[src/rtl/divider_pkg.sv]
// divider_pkg: state encoding and default width shared by
// the restoring divider and its step datapath.
package divider_pkg;
   localparam int DIV_W = 8;

   typedef enum logic [1:0] {
      IDLE,
      CALC,
      DONE
   } div_state_t;
endpackage

[src/rtl/divider_step.sv]
// divider_step: one restoring step -- shift in a dividend bit,
// trial-subtract the divisor, keep or restore.
module divider_step
   import divider_pkg::*;
#(
   parameter int N = DIV_W
) (
   input  logic [N:0]   rem,
   input  logic [N-1:0] divisor,
   input  logic         din,
   output logic [N:0]   rem_next,
   output logic         qbit
);
   logic [N+1:0] shifted;
   logic [N+1:0] diff;

   assign shifted  = {rem, din};
   // Top bit of the widened difference is the borrow/sign.
   assign diff     = shifted - {2'b00, divisor};
   assign qbit     = ~diff[N+1];
   assign rem_next = qbit ? diff[N:0] : shifted[N:0];
endmodule

[src/rtl/restoring_divider.sv]
// restoring_divider: 2N/N restoring divider, one bit per clock.
// Define DIVIDER_SIGNED_EN for two's-complement operands.
module restoring_divider
   import divider_pkg::*;
#(
   parameter int N = DIV_W
) (
   input  logic           clk,
   input  logic           rst_n,
   input  logic           en,
   input  logic [2*N-1:0] A,
   input  logic [N-1:0]   B,
   output logic [N-1:0]   Quotient,
   output logic [N-1:0]   Remainder,
   output logic           ready,
   output logic           div_zero,
   output logic           overflow
);
   localparam int CW = $clog2(N + 1);

   div_state_t    state;
   logic [N:0]    prem;
   logic [N-1:0]  bq;
   logic [N-1:0]  alo;
   logic [N-2:0]  qacc;
   logic [CW-1:0] cnt;

   logic [N:0]     prem_nx;
   logic           qbit;
   logic [2*N-1:0] a_mag;
   logic [N-1:0]   b_mag;
   logic [N-1:0]   q_fin;
   logic [N-1:0]   r_fin;
   logic [N-1:0]   q_res;
   logic [N-1:0]   r_res;
   logic           q_ovf;

   divider_step #(.N(N)) u_step (
      .rem      (prem),
      .divisor  (bq),
      .din      (alo[N-1]),
      .rem_next (prem_nx),
      .qbit     (qbit)
   );

   assign q_fin = {qacc, qbit};
   assign r_fin = prem_nx[N-1:0];

`ifdef DIVIDER_SIGNED_EN
   localparam logic [N-1:0] QMAX = {1'b0, {(N-1){1'b1}}};
   localparam logic [N-1:0] QMIN = {1'b1, {(N-1){1'b0}}};

   logic         neg_q;
   logic         neg_r;
   logic [N-1:0] a_orig;
   logic [N-1:0] q_out;
   logic [N-1:0] r_out;

   assign a_mag = A[2*N-1] ? -A : A;
   assign b_mag = B[N-1] ? -B : B;
   assign q_ovf = neg_q ? (q_fin > QMIN) : (q_fin > QMAX);
   assign q_out = neg_q ? -q_fin : q_fin;
   assign r_out = neg_r ? -r_fin : r_fin;
   assign q_res = q_ovf ? '1 : q_out;
   assign r_res = q_ovf ? a_orig : r_out;

   always_ff @(posedge clk) begin
      if (!rst_n) begin
         neg_q  <= 1'b0;
         neg_r  <= 1'b0;
         a_orig <= '0;
      end else if (state == IDLE && en) begin
         neg_q  <= A[2*N-1] ^ B[N-1];
         neg_r  <= A[2*N-1];
         a_orig <= A[N-1:0];
      end
   end
`else
   assign a_mag = A;
   assign b_mag = B;
   assign q_ovf = 1'b0;
   assign q_res = q_fin;
   assign r_res = r_fin;
`endif

   always_ff @(posedge clk) begin
      if (!rst_n) begin
         state     <= IDLE;
         Quotient  <= '0;
         Remainder <= '0;
         ready     <= 1'b0;
         div_zero  <= 1'b0;
         overflow  <= 1'b0;
         prem      <= '0;
         bq        <= '0;
         alo       <= '0;
         qacc      <= '0;
         cnt       <= '0;
      end else begin
         unique case (state)
            IDLE: begin
               if (en) begin
                  ready    <= 1'b0;
                  div_zero <= 1'b0;
                  overflow <= 1'b0;
                  cnt      <= '0;
                  qacc     <= '0;
                  bq       <= b_mag;
                  alo      <= a_mag[N-1:0];
                  prem     <= {1'b0, a_mag[2*N-1:N]};
                  if (B == '0) begin
                     state     <= DONE;
                     ready     <= 1'b1;
                     div_zero  <= 1'b1;
                     Quotient  <= '1;
                     Remainder <= A[N-1:0];
                  end else if (a_mag[2*N-1:N] >= b_mag) begin
                     state     <= DONE;
                     ready     <= 1'b1;
                     overflow  <= 1'b1;
                     Quotient  <= '1;
                     Remainder <= A[N-1:0];
                  end else begin
                     state <= CALC;
                  end
               end
            end
            CALC: begin
               prem <= prem_nx;
               alo  <= {alo[N-2:0], 1'b0};
               qacc <= q_fin[N-2:0];
               cnt  <= cnt + 1'b1;
               if (cnt == CW'(N - 1)) begin
                  state     <= DONE;
                  ready     <= 1'b1;
                  overflow  <= q_ovf;
                  Quotient  <= q_res;
                  Remainder <= r_res;
               end
            end
            DONE: begin
               if (!en) begin
                  state <= IDLE;
                  ready <= 1'b0;
               end
            end
            default: state <= IDLE;
         endcase
      end
   end
endmodule

[config.mk]
export PLATFORM = sky130hd
export DESIGN_NAME = restoring_divider
export DESIGN_NICKNAME = d
export VERILOG_FILES = /design/src/rtl/divider_pkg.sv /design/src/rtl/divider_step.sv /design/src/rtl/restoring_divider.sv
export SDC_FILE = /design/constraint.sdc
export NUM_CORES = 1
export LEC_CHECK = 0
export CORE_MARGIN = 2
export CORE_UTILIZATION = 51
export CTS_BUF_LIST = sky130_fd_sc_hd__clkbuf_8
export CTS_CLUSTER_SIZE = 12
export DETAILED_ROUTE_END_ITERATION = 16
export GPL_ROUTABILITY_DRIVEN = 0
export PLACE_DENSITY_LB_ADDON = 0.25
export RECOVER_POWER = 100
export SETUP_SLACK_MARGIN = 0.2
export SYNTH_ARGS = -nofsm -noshare
export SYNTH_HDL_FRONTEND = slang
export SYNTH_SLANG_ARGS = --single-unit
[constraint.sdc]
create_clock -name clk -period 2.1 [get_ports clk]
set_input_delay 0.42 -clock clk [delete_from_list [all_inputs] [get_ports clk]]
set_output_delay 0.42 -clock clk [all_outputs]
set_load 0.02 [all_outputs]
==> qor.yml, run 1 <==
violations: "negative setup slack"
antenna_cells: 0
synth_fp_nets: 452
fin_crit_sh_pct: 111
fin_setup_tns_ns: -3.75
p_switching_uw: 3310
die_h_um: 83.4
grt-ovfl-total: 0
fin_nets: 572
wl_mm: 13.3
cts_made_buffers: 9
crit_type: "reg -> reg"
insertion_delay_ns: 0.36
synth_seq_cells: 57
final_cell_mix: "64 x buf_4, 49 x nand2_1, 48 x dfxtp_1"
final_common_cell: "buf_4"
clock-sinks: 57
syn-instance-count: 403
start_util_pct: 53.6
via_per_inst: 6.59
dp.cells: 564
syn-cell-area_um2: 3210
layout_setup_ws_ns: -0.236
cap_violations: 0
power_density_nw_per_um2: 1540
cts_tree: "built"
combPwrFrac_pct: 64.0
detail_route.wl_per_cell_um: 22.0
clockPowerShare_pct: 15.6
postCtsHoldBufs: 0
slew_viol_final: 0
rows: 28
ios: 46
hp-class: "in -> reg"
grt_usage_pct: 32.7
instances_no_fill: 603
ys_types: 52
fp.coreArea_um2: 5990
place_hpwl_mm: 6.61
multiInputGateArea_um2: 2300
synth_async_sr_flop_share_pct: 0
crit_required_ns: 2.40
seqPwrFrac_pct: 20.4
pre_cts_ws_ns: -0.535
utilization_pct: 83.7
portBuffers: 45
tightest_slew_ns: 0.563
seqCellArea_um2: 1150
power_leakage_uw: 0.00203
path_cells: "inv_1 -> ha_1 -> a21o_1 -> a211oi_2 -> nand2b_1 -> o211ai_4 -> buf_4 -> mux2_4 -> o21ai_2"
arrival_ns: 2.63
grt_pass1_wl_mm: 18.1
vias: 3971
cp-end-kind: "flop"
drc: 0
r2r_slack_ns: -0.24
syn_area_per_cell_um2: 7.97
maxSlewHeadroom_pct: 62.5
drive_gt1_share_pct: 36.6
drt_iter0_drc: 629
cp_slowest_stage_delay_ns: 0.44
ir_drop_mv: 1.14
finalSetupViolations: 30
hold_violations: 0
start_kind: "flop"
critPathTopFamily: "compound AO/OA/AOI/OAI gates"
critPathSlowestCell: "o211ai_4"
htree_levels: 3
dr.pass1.iters: 6
ys_seq_area_share_pct: 35.5
critical_path_buf_inv_count: 2
nFillCells: 319
grt_pass1_vias: 3746
antenna_found_initial: 0
placed_cell_area_um2: 4280
yosysWarnings: 0
postLayoutCellArea_um2: 5010
cts_buffer_depth: 2
final_antenna_net_count: 0
finalCriticalPeriod_ns: 2.34
grt_max_degree: 36
synth_edf_count: 0
synthFlopType: "dfxtp_1"
max_freq_ghz: 0.428
clk_pin_slew_ns: 0.08
rsz0062_at_grt: "true"
cts-root-buf: "clkbuf_8"
critPathMaxFanout: 8
power_switching_share_pct: 42.7
intPower_uw: 4430
die_w_um: 83.4
area_delta_synth_final_pct: 56.0
clock_skew_ns: 0.00856
outcome: "complete, but fails checks"
dieArea_um2: 6950
stage by stage:
step	power (µW)	hold slack (ns)
3_3_place_gp	4840	0.439
2_1_floorplan	3590	0.432
3_5_place_dp	4920	0.448
4_1_cts	6900	0.458
5_1_grt	8000	0.440
6_report	7730	0.427
worst reg2reg max path: cells and delay by family, from the launching register on:
kind                       cells  cell delay, ns
DFF                            1            0.34
AOI/OAI and AO/OA              4            1.03
buffers and inverters          2            0.26
adders and majority gates      1            0.19
and+or+nand+nor                1            0.15
muxes                          1            0.30
registers in the layout (all words and copies together) (netlist names):
name / count
state: 2
alo: 8
bq: 8
qacc: 7
ready: 1
prem: 9
Quotient: 8
overflow: 1
cnt: 4
div_zero: 1
Remainder: 8
metal layers:
| metal | wire length (µm) | up-vias | global-route usage, % |
|---|---|---|---|
| met5 | 0 | - | 0 |
| met4 | 658 | 0 | 16.1 |
| met3 | 1140 | 93 | 5.27 |
| met2 | 6440 | 308 | 56.7 |
| met1 | 5010 | 1869 | 39.2 |
| li1 | - | 1701 | - |
power by group through the flow:
| stage | Combinational [µW] | Sequential, µW | Clock, µW |
|---|---|---|---|
| 3_5_place_dp | 3380 | 1540 | 0 |
| 6_report | 4950 | 1580 | 1210 |
| 4_1_cts | 4200 | 1540 | 1160 |
| 3_3_place_gp | 3310 | 1530 | 0 |
| 2_1_floorplan | 1930 | 1660 | 0 |
| 5_1_grt | 5160 | 1600 | 1240 |
kinds of logic (layout without fill, tap and decap cells):
| kind of cell | count (synthesis) | after routing | synth area share [%] |
|---|---|---|---|
| XOR/XNOR | 4 | 4 | 1.09 |
| flip-flops | 57 | 57 | 35.5 |
| adder cells (fa/ha/maj) | 22 | 22 | 8.80 |
| AO/OA/AOI/OAI | 128 | 129 | 25.4 |
| multiplexers | 8 | 8 | 2.61 |
| buffers and inverters | 47 | 171 | 6.23 |
| AND/OR/NAND/NOR | 137 | 137 | 20.4 |
final cells by class:
class	instances	share of cell area [%]
multi-input cells	300	45.8
clock inverters	6	1.65
clock buffers	10	2.75
flip-flops and latches	57	23.0
well taps	75	1.87
inverters	23	1.82
repair buffers	132	23.1
cell usage after synthesis (all sizes together), types with 3 or more instances:
cell | number | share of area [%]
a21o | 6 | 1.4
o211ai | 9 | 2.5
o21a | 5 | 1.2
o31a | 3 | 0.82
nor3b | 3 | 0.70
buf | 7 | 1.6
nor2b | 3 | 0.58
a22oi | 6 | 1.4
nand3 | 16 | 2.5
or3 | 10 | 1.9
dfxtp | 57 | 36
xor2 | 3 | 0.82
nor2 | 26 | 3.0
mux2i | 5 | 1.6
nand2 | 51 | 6.0
mux2 | 3 | 1.1
a311oi | 3 | 0.82
a31oi | 5 | 0.97
ha | 21 | 8.2
inv | 22 | 2.6
o41ai | 3 | 1.1
and2 | 4 | 0.78
nand4 | 7 | 1.4
clkbuf | 17 | 2.0
nand2b | 7 | 1.4
a21oi | 44 | 7.1
o21ai | 35 | 5.5
timing repair:
item / in CTS / in global routing
setup endpoints to repair: 30 / 34
pin swaps: 29 / 25
setup buffers: 12 / 7
resized for setup: 82 / 74
cloned: 3 / 1
final timing paths:
path | from | endpoint | cells past startpoint
min reg2reg | bq[6] | bq[6] | 2
min | B[6] | bq[6] | 4
max reg2reg | bq[5] | Remainder[2] | 9
max | bq[5] | Remainder[2] | 9
Power figures use the tool's default switching activity.
==> run 2, diff against run 1 <==
--- a/config.mk
+++ b/config.mk
@@ -6,10 +6,11 @@
 export NUM_CORES = 1
 export LEC_CHECK = 0
 export CORE_MARGIN = 2
-export CORE_UTILIZATION = 51
+export CORE_UTILIZATION = 52
 export CTS_BUF_LIST = sky130_fd_sc_hd__clkbuf_8
 export CTS_CLUSTER_SIZE = 12
 export DETAILED_ROUTE_END_ITERATION = 16
+export DONT_BUFFER_PORTS = 1
 export GPL_ROUTABILITY_DRIVEN = 0
 export PLACE_DENSITY_LB_ADDON = 0.25
 export RECOVER_POWER = 100
==> qor.yml, run 2 (synthesized netlist as in run 1, its figures left out) <==
final_common_cell: "nand2_1"  # was buf_4
fin_nets: 496  # was 572
clock_skew_ns: 0.00848  # was 0.00856 ns
regMostFlops: "prem"  # unchanged
crit_path_start: "prem[4]"  # was bq[5]
whs_ns: 0.196  # was 0.427 ns
fin_crit_sh_pct: 107  # was 111%
grt_max_degree: 36  # unchanged
tightest_slew_ns: 0.546  # was 0.563 ns
postLayoutCellArea_um2: 4160  # was 5010 µm²
crit_type: "reg -> reg"  # unchanged
die_w_um: 82.6  # was 83.4 µm
place_hpwl_mm: 6.33  # was 6.61 mm
violations: "negative setup slack"  # unchanged
cts_made_buffers: 9  # unchanged
htree_levels: 3  # unchanged
critical_path_buf_inv_count: 2  # unchanged
largest_reg_flops: 9  # unchanged
hp-start: "B[5]"  # was B[6]
crit_required_ns: 2.38  # was 2.40 ns
critPathMaxFanout: 6  # was 8
drt_iter0_drc: 335  # was 629
dieArea_um2: 6820  # was 6950 µm²
crit_end: "prem[2]"  # was Remainder[2]
hp-class: "in -> reg"  # unchanged
multiInputGateArea_um2: 2130  # was 2300 µm²
portBuffers: 0  # was 45
holdPathStages: 2  # was 4
final_antenna_net_count: 0  # unchanged
drive_gt1_share_pct: 27.2  # was 36.6%
cp_slowest_stage_delay_ns: 0.36  # was 0.44 ns
die_h_um: 82.6  # was 83.4 µm
maxSlewHeadroom_pct: 63.6  # was 62.5%
critPathSlowestCell: "dfxtp_1"  # was o211ai_4
antenna_cells: 0  # unchanged
wl_mm: 9.49  # was 13.3 mm
reg2reg_from: "prem[4]"  # was bq[5]
insertion_delay_ns: 0.35  # was 0.36 ns
hold_violations: 0  # unchanged
crit_cells: 9  # unchanged
clk_pin_slew_ns: 0.07  # was 0.08 ns
nFillCells: 463  # was 319
grt_usage_pct: 28.2  # was 32.7%
seqCellArea_um2: 1150  # about the same
power_density_nw_per_um2: 1560  # was 1540 nW/µm²
power_leakage_uw: 0.00163  # was 0.00203 µW
rsz0062_at_grt: "true"  # unchanged
cap_violations: 0  # unchanged
max_freq_ghz: 0.443  # was 0.428 GHz
detail_route.wl_per_cell_um: 18.0  # was 22.0 µm
dr.pass1.iters: 5  # was 6
area_delta_synth_final_pct: 29.4  # was 56.0%
r2r_slack_ns: -0.16  # was -0.24 ns
r2r_end: "prem[2]"  # was Remainder[2]
ir_drop_mv: 0.958  # was 1.14 mV
layout_setup_ws_ns: -0.157  # was -0.236 ns
grt-ovfl-total: 0  # unchanged
finalSetupViolations: 16  # was 30
via_per_inst: 6.11  # was 6.59
cts_buffer_depth: 2  # unchanged
grt_pass1_vias: 3009  # was 3746
ios: 46  # unchanged
outcome: "complete, but fails checks"  # unchanged
cts-root-buf: "clkbuf_8"  # unchanged
cp-end-kind: "flop"  # unchanged
r2r.worst_path.cells: 9  # unchanged
rows: 28  # unchanged
cts_tree: "built"  # unchanged
slew_viol_final: 0  # unchanged
critPathTopFamily: "compound AO/OA/AOI/OAI gates"  # unchanged
drc: 0  # unchanged
final_cell_mix: "51 x nand2_1, 49 x dfxtp_1, 39 x buf_4"  # was 64 x buf_4, 49 x nand2_1, 48 x dfxtp_1
vias: 3222  # was 3971
fp.coreArea_um2: 5960  # was 5990 µm²
antenna_found_initial: 0  # unchanged
path_cells: "ha_1 -> a21o_1 -> a211oi_2 -> nand2b_1 -> o211ai_4 -> buf_12 -> buf_8 -> mux2_4 -> a21oi_2"  # was inv_1 -> ha_1 -> a21o_1 -> a211oi_2 -> nand2b_1 -> o211ai_4 -> buf_4 -> mux2_4 -> o21ai_2
start_util_pct: 53.9  # was 53.6%
placed_cell_area_um2: 3650  # was 4280 µm²
clock-sinks: 57  # unchanged
finalCriticalPeriod_ns: 2.26  # was 2.34 ns
start_kind: "flop"  # unchanged
arrival_ns: 2.54  # was 2.63 ns
grt_pass1_wl_mm: 14.5  # was 18.1 mm
-- run 2: cell types whose count changed in the layout (fill, tap and decap cells not counted), sizes merged --
| cell | delta |
|---|---|
| clkbuf | -11 |
| clkdlybuf4s50 | -10 |
| inv | +1 |
| buf | -36 |
| bufbuf | +1 |
| o211ai | -1 |
| clkinv | -1 |
| dlygate4sd3 | -19 |
-- run 2: per-layer routing --
layer | track usage, % | vias to the layer above | part of all wire [%]
li1 | - | 1524 | -
met1 | 35.7 | 1499 | 42
met2 | 44.4 | 169 | 46
met3 | 9.46 | 30 | 9.6
met4 | 10.5 | 0 | 2.8
met5 | 0 | - | 0
-- run 2: final cells by class --
type | count | share of cell area (%)
well taps | 75 | 2.26
clock inverters | 6 | 1.99
inverters | 23 | 2.20
clock buffers | 10 | 3.31
repair buffers | 57 | 11.3
multi-input cells | 299 | 51.3
flip-flops and latches | 57 | 27.7
-- run 2: timing repair --
| action | CTS | global route |
|---|---|---|
| hold buffers | 0 | 0 |
| cloned | 0 | 1 |
| buffers inserted | 6 | 8 |
| setup endpoints to repair | 25 | 39 |
| hold endpoints to repair | 0 | 0 |
| pin swaps | 17 | 15 |
| resized for setup | 32 | 23 |
-- run 2: worst register-to-register path: stages, from the launching register on --
cell	delay [ns]
dfxtp_1	0.36
ha_1	0.23
a21o_1	0.21
a211oi_2	0.24
nand2b_1	0.15
o211ai_4	0.32
buf_12	0.17
buf_8	0.11
mux2_4	0.30
a21oi_2	0.11
-- run 2: metrics by stage --
stage	TNS (ns)	utilization, %	power [µW]	cells	worst slack, ns
2_1_floorplan	0	-	3590	403	0.0447
3_3_place_gp	-0.332	61.3	4440	496	-0.0761
3_5_place_dp	-1.14	61.3	4520	496	-0.147
4_1_cts	-0.187	67.8	6010	518	-0.0455
5_1_grt	-2.56	69.8	6850	527	-0.183
6_report	-1.51	69.8	6500	527	-0.157
-- run 2: how the worst min path moves through the flow --
stage / slack (ns) / end
detailed placement: 0.45 / bq[6]
finish: 0.20 / bq[5]
CTS: 0.19 / qacc[0]
global placement: 0.44 / bq[6]
floorplan: 0.43 / qacc[6]
global route: 0.19 / bq[1]
-- run 2: report_power, final --
part           switching [µW]  total [µW]  leakage (µW)  internal (µW)
clock network             470        1160      0.000117            694
registers                 355        1710      0.000470           1360
logic                    1850        3620       0.00104           1770
==> run 3, diff against run 2 <==
--- a/config.mk
+++ b/config.mk
@@ -8,10 +8,10 @@
 export CORE_MARGIN = 2
 export CORE_UTILIZATION = 52
 export CTS_BUF_LIST = sky130_fd_sc_hd__clkbuf_8
-export CTS_CLUSTER_SIZE = 12
 export DETAILED_ROUTE_END_ITERATION = 16
 export DONT_BUFFER_PORTS = 1
 export GPL_ROUTABILITY_DRIVEN = 0
+export GPL_TIMING_DRIVEN = 0
 export PLACE_DENSITY_LB_ADDON = 0.25
 export RECOVER_POWER = 100
 export SETUP_SLACK_MARGIN = 0.2
==> qor.yml, run 3 (synthesized netlist as in run 1, its figures left out) <==
use_met3_pct: 9.67  # was 9.46%
ios: 46  # unchanged
grt-ovfl-total: 0  # unchanged
layout_setup_ws_ns: -0.122  # was -0.157 ns
outcome: "complete, but fails checks"  # unchanged
final_antenna_net_count: 0  # unchanged
dieArea_um2: 6820  # unchanged
clock_skew_ns: 0.00687  # was 0.00848 ns
fin_crit_sh_pct: 106  # was 107%
rsz0062_at_grt: "true"  # unchanged
clock-sinks: 57  # unchanged
cp-end-kind: "flop"  # unchanged
drc: 0  # unchanged
grt_usage_pct: 29.2  # was 28.2%
htree_levels: 3  # unchanged
critPathMaxFanout: 5  # was 6
utilization_pct: 67.2  # was 69.8%
grt_pass1_wl_mm: 14.8  # was 14.5 mm
die_h_um: 82.6  # unchanged
dr.pass1.iters: 5  # unchanged
fin_nets: 478  # was 496
crit_type: "reg -> reg"  # unchanged
pre_cts_ws_ns: -0.351  # was -0.147 ns
finalSetupViolations: 19  # was 16
placed_cell_area_um2: 3430  # was 3650 µm²
clk_pin_slew_ns: 0.07  # about the same
busiest_layer: "met2"  # unchanged
power_density_nw_per_um2: 1560  # about the same
cp_slowest_stage_delay_ns: 0.37  # was 0.36 ns
rows: 28  # unchanged
nFillCells: 478  # was 463
vias: 3194  # was 3222
crit_required_ns: 2.38  # about the same
final_common_cell: "nand2_1"  # unchanged
largest_reg_flops: 9  # unchanged
maxSlewHeadroom_pct: 57.7  # was 63.6%
drive_gt1_share_pct: 22.1  # was 27.2%
cts_tree: "built"  # unchanged
slew_viol_final: 0  # unchanged
regMostFlops: "prem"  # unchanged
start_kind: "flop"  # unchanged
postLayoutCellArea_um2: 4000  # was 4160 µm²
cap_violations: 0  # unchanged
wl_mm: 9.57  # was 9.49 mm
ir_drop_mv: 0.830  # was 0.958 mV
grt_max_degree: 12  # was 36
path_cells: "ha_4 -> buf_6 -> a21o_1 -> a211oi_2 -> nand2b_1 -> o211ai_4 -> buf_6 -> mux2_4 -> a21oi_2"  # was ha_1 -> a21o_1 -> a211oi_2 -> nand2b_1 -> o211ai_4 -> buf_12 -> buf_8 -> mux2_4 -> a21oi_2
place_hpwl_mm: 6.50  # was 6.33 mm
antenna_found_initial: 0  # unchanged
max_freq_ghz: 0.450  # was 0.443 GHz
start_util_pct: 53.9  # unchanged
power_leakage_uw: 0.00151  # was 0.00163 µW
critPathSlowestCell: "dfxtp_4"  # was dfxtp_1
cts_buffer_depth: 2  # unchanged
antenna_cells: 0  # unchanged
area_delta_synth_final_pct: 24.6  # was 29.4%
crit_top_cell: "buf_6"
fp.coreArea_um2: 5960  # unchanged
finalCriticalPeriod_ns: 2.22  # was 2.26 ns
arrival_ns: 2.50  # was 2.54 ns
violations: "negative setup slack"  # unchanged
cts_made_buffers: 9  # unchanged
grt_pass1_vias: 3020  # was 3009
r2r.worst_path.cells: 9  # unchanged
seqCellArea_um2: 1160  # was 1150 µm²
portBuffers: 0  # unchanged
final_cell_mix: "50 x nand2_1, 48 x dfxtp_1, 37 x a21oi_1"  # was 51 x nand2_1, 49 x dfxtp_1, 39 x buf_4
drt_iter0_drc: 335  # unchanged
holdPathStages: 2  # unchanged
cts-root-buf: "clkbuf_8"  # unchanged
hold_violations: 0  # unchanged
hp-class: "in -> reg"  # unchanged
via_per_inst: 6.28  # was 6.11
grtUsageMet1_pct: 37.4  # was 35.7%
die_w_um: 82.6  # unchanged
grt_util_met2_pct: 45.7  # was 44.4%
multiInputGateArea_um2: 2120  # was 2130 µm²
detail_route.wl_per_cell_um: 18.8  # was 18.0 µm
insertion_delay_ns: 0.34  # was 0.35 ns
tightest_slew_ns: 0.632  # was 0.546 ns
==> run 3: worst paths after layout <==
check        slack, ns  startpoint            to
max              -0.12     prem[5]  Remainder[6]
min               0.20        B[1]         bq[1]
max reg2reg      -0.12     prem[5]  Remainder[6]
min reg2reg       0.46     qacc[6]       qacc[6]
==> run 3: worst max-delay path: cells and delay by family (launching register included) <==
family | cells | cell delay (ns)
buffers and inverters | 2 | 0.30
adder cells (fa/ha/maj) | 1 | 0.23
AND/OR/NAND/NOR | 1 | 0.12
AO/OA/AOI/OAI | 4 | 0.80
flip-flops | 1 | 0.37
multiplexers | 1 | 0.34
==> run 3: through the flow <==
stage	power, µW	hold slack (ns)	TNS, ns	instances
after floorplan	3590	0.432	0	403
after global placement	4120	0.441	-6.26	478
after detailed placement	4180	0.451	-7.21	478
after CTS	5950	0.203	-1.36	506
after global routing	6520	0.192	-3.60	509
final	6230	0.204	-1.65	509
==> run 3: report_power, final <==
group | switching, µW | internal, µW
Sequential | 379 | 1370
Combinational | 1810 | 1490
Clock | 478 | 704
==> run 3: timing repair <==
| action | CTS | global route |
|---|---|---|
| endpoints found under the setup margin | 44 | 43 |
| buffers inserted | 10 | 3 |
| resized for setup | 44 | 27 |
| pin swaps | 13 | 9 |
| hold buffers | 0 | 0 |
| gates cloned | 2 | 0 |
==> run 3: final cells by class <==
| class | count | area share (%) |
|---|---|---|
| well taps | 75 | 2.34 |
| inverters | 23 | 2.28 |
| multi-input cells | 299 | 52.8 |
| plain buffers | 24 | 4.31 |
| repair buffers | 15 | 3.62 |
| flip-flops and latches | 57 | 28.9 |
| clock buffers | 10 | 3.44 |
| clock inverters | 6 | 2.25 |
==> run 3: routing by layer <==
| metal | vias up | wire, µm |
|---|---|---|
| met3 | 16 | 1040 |
| li1 | 1494 | - |
| met4 | 0 | 160 |
| met2 | 167 | 4390 |
| met5 | - | 0 |
| met1 | 1517 | 3980 |
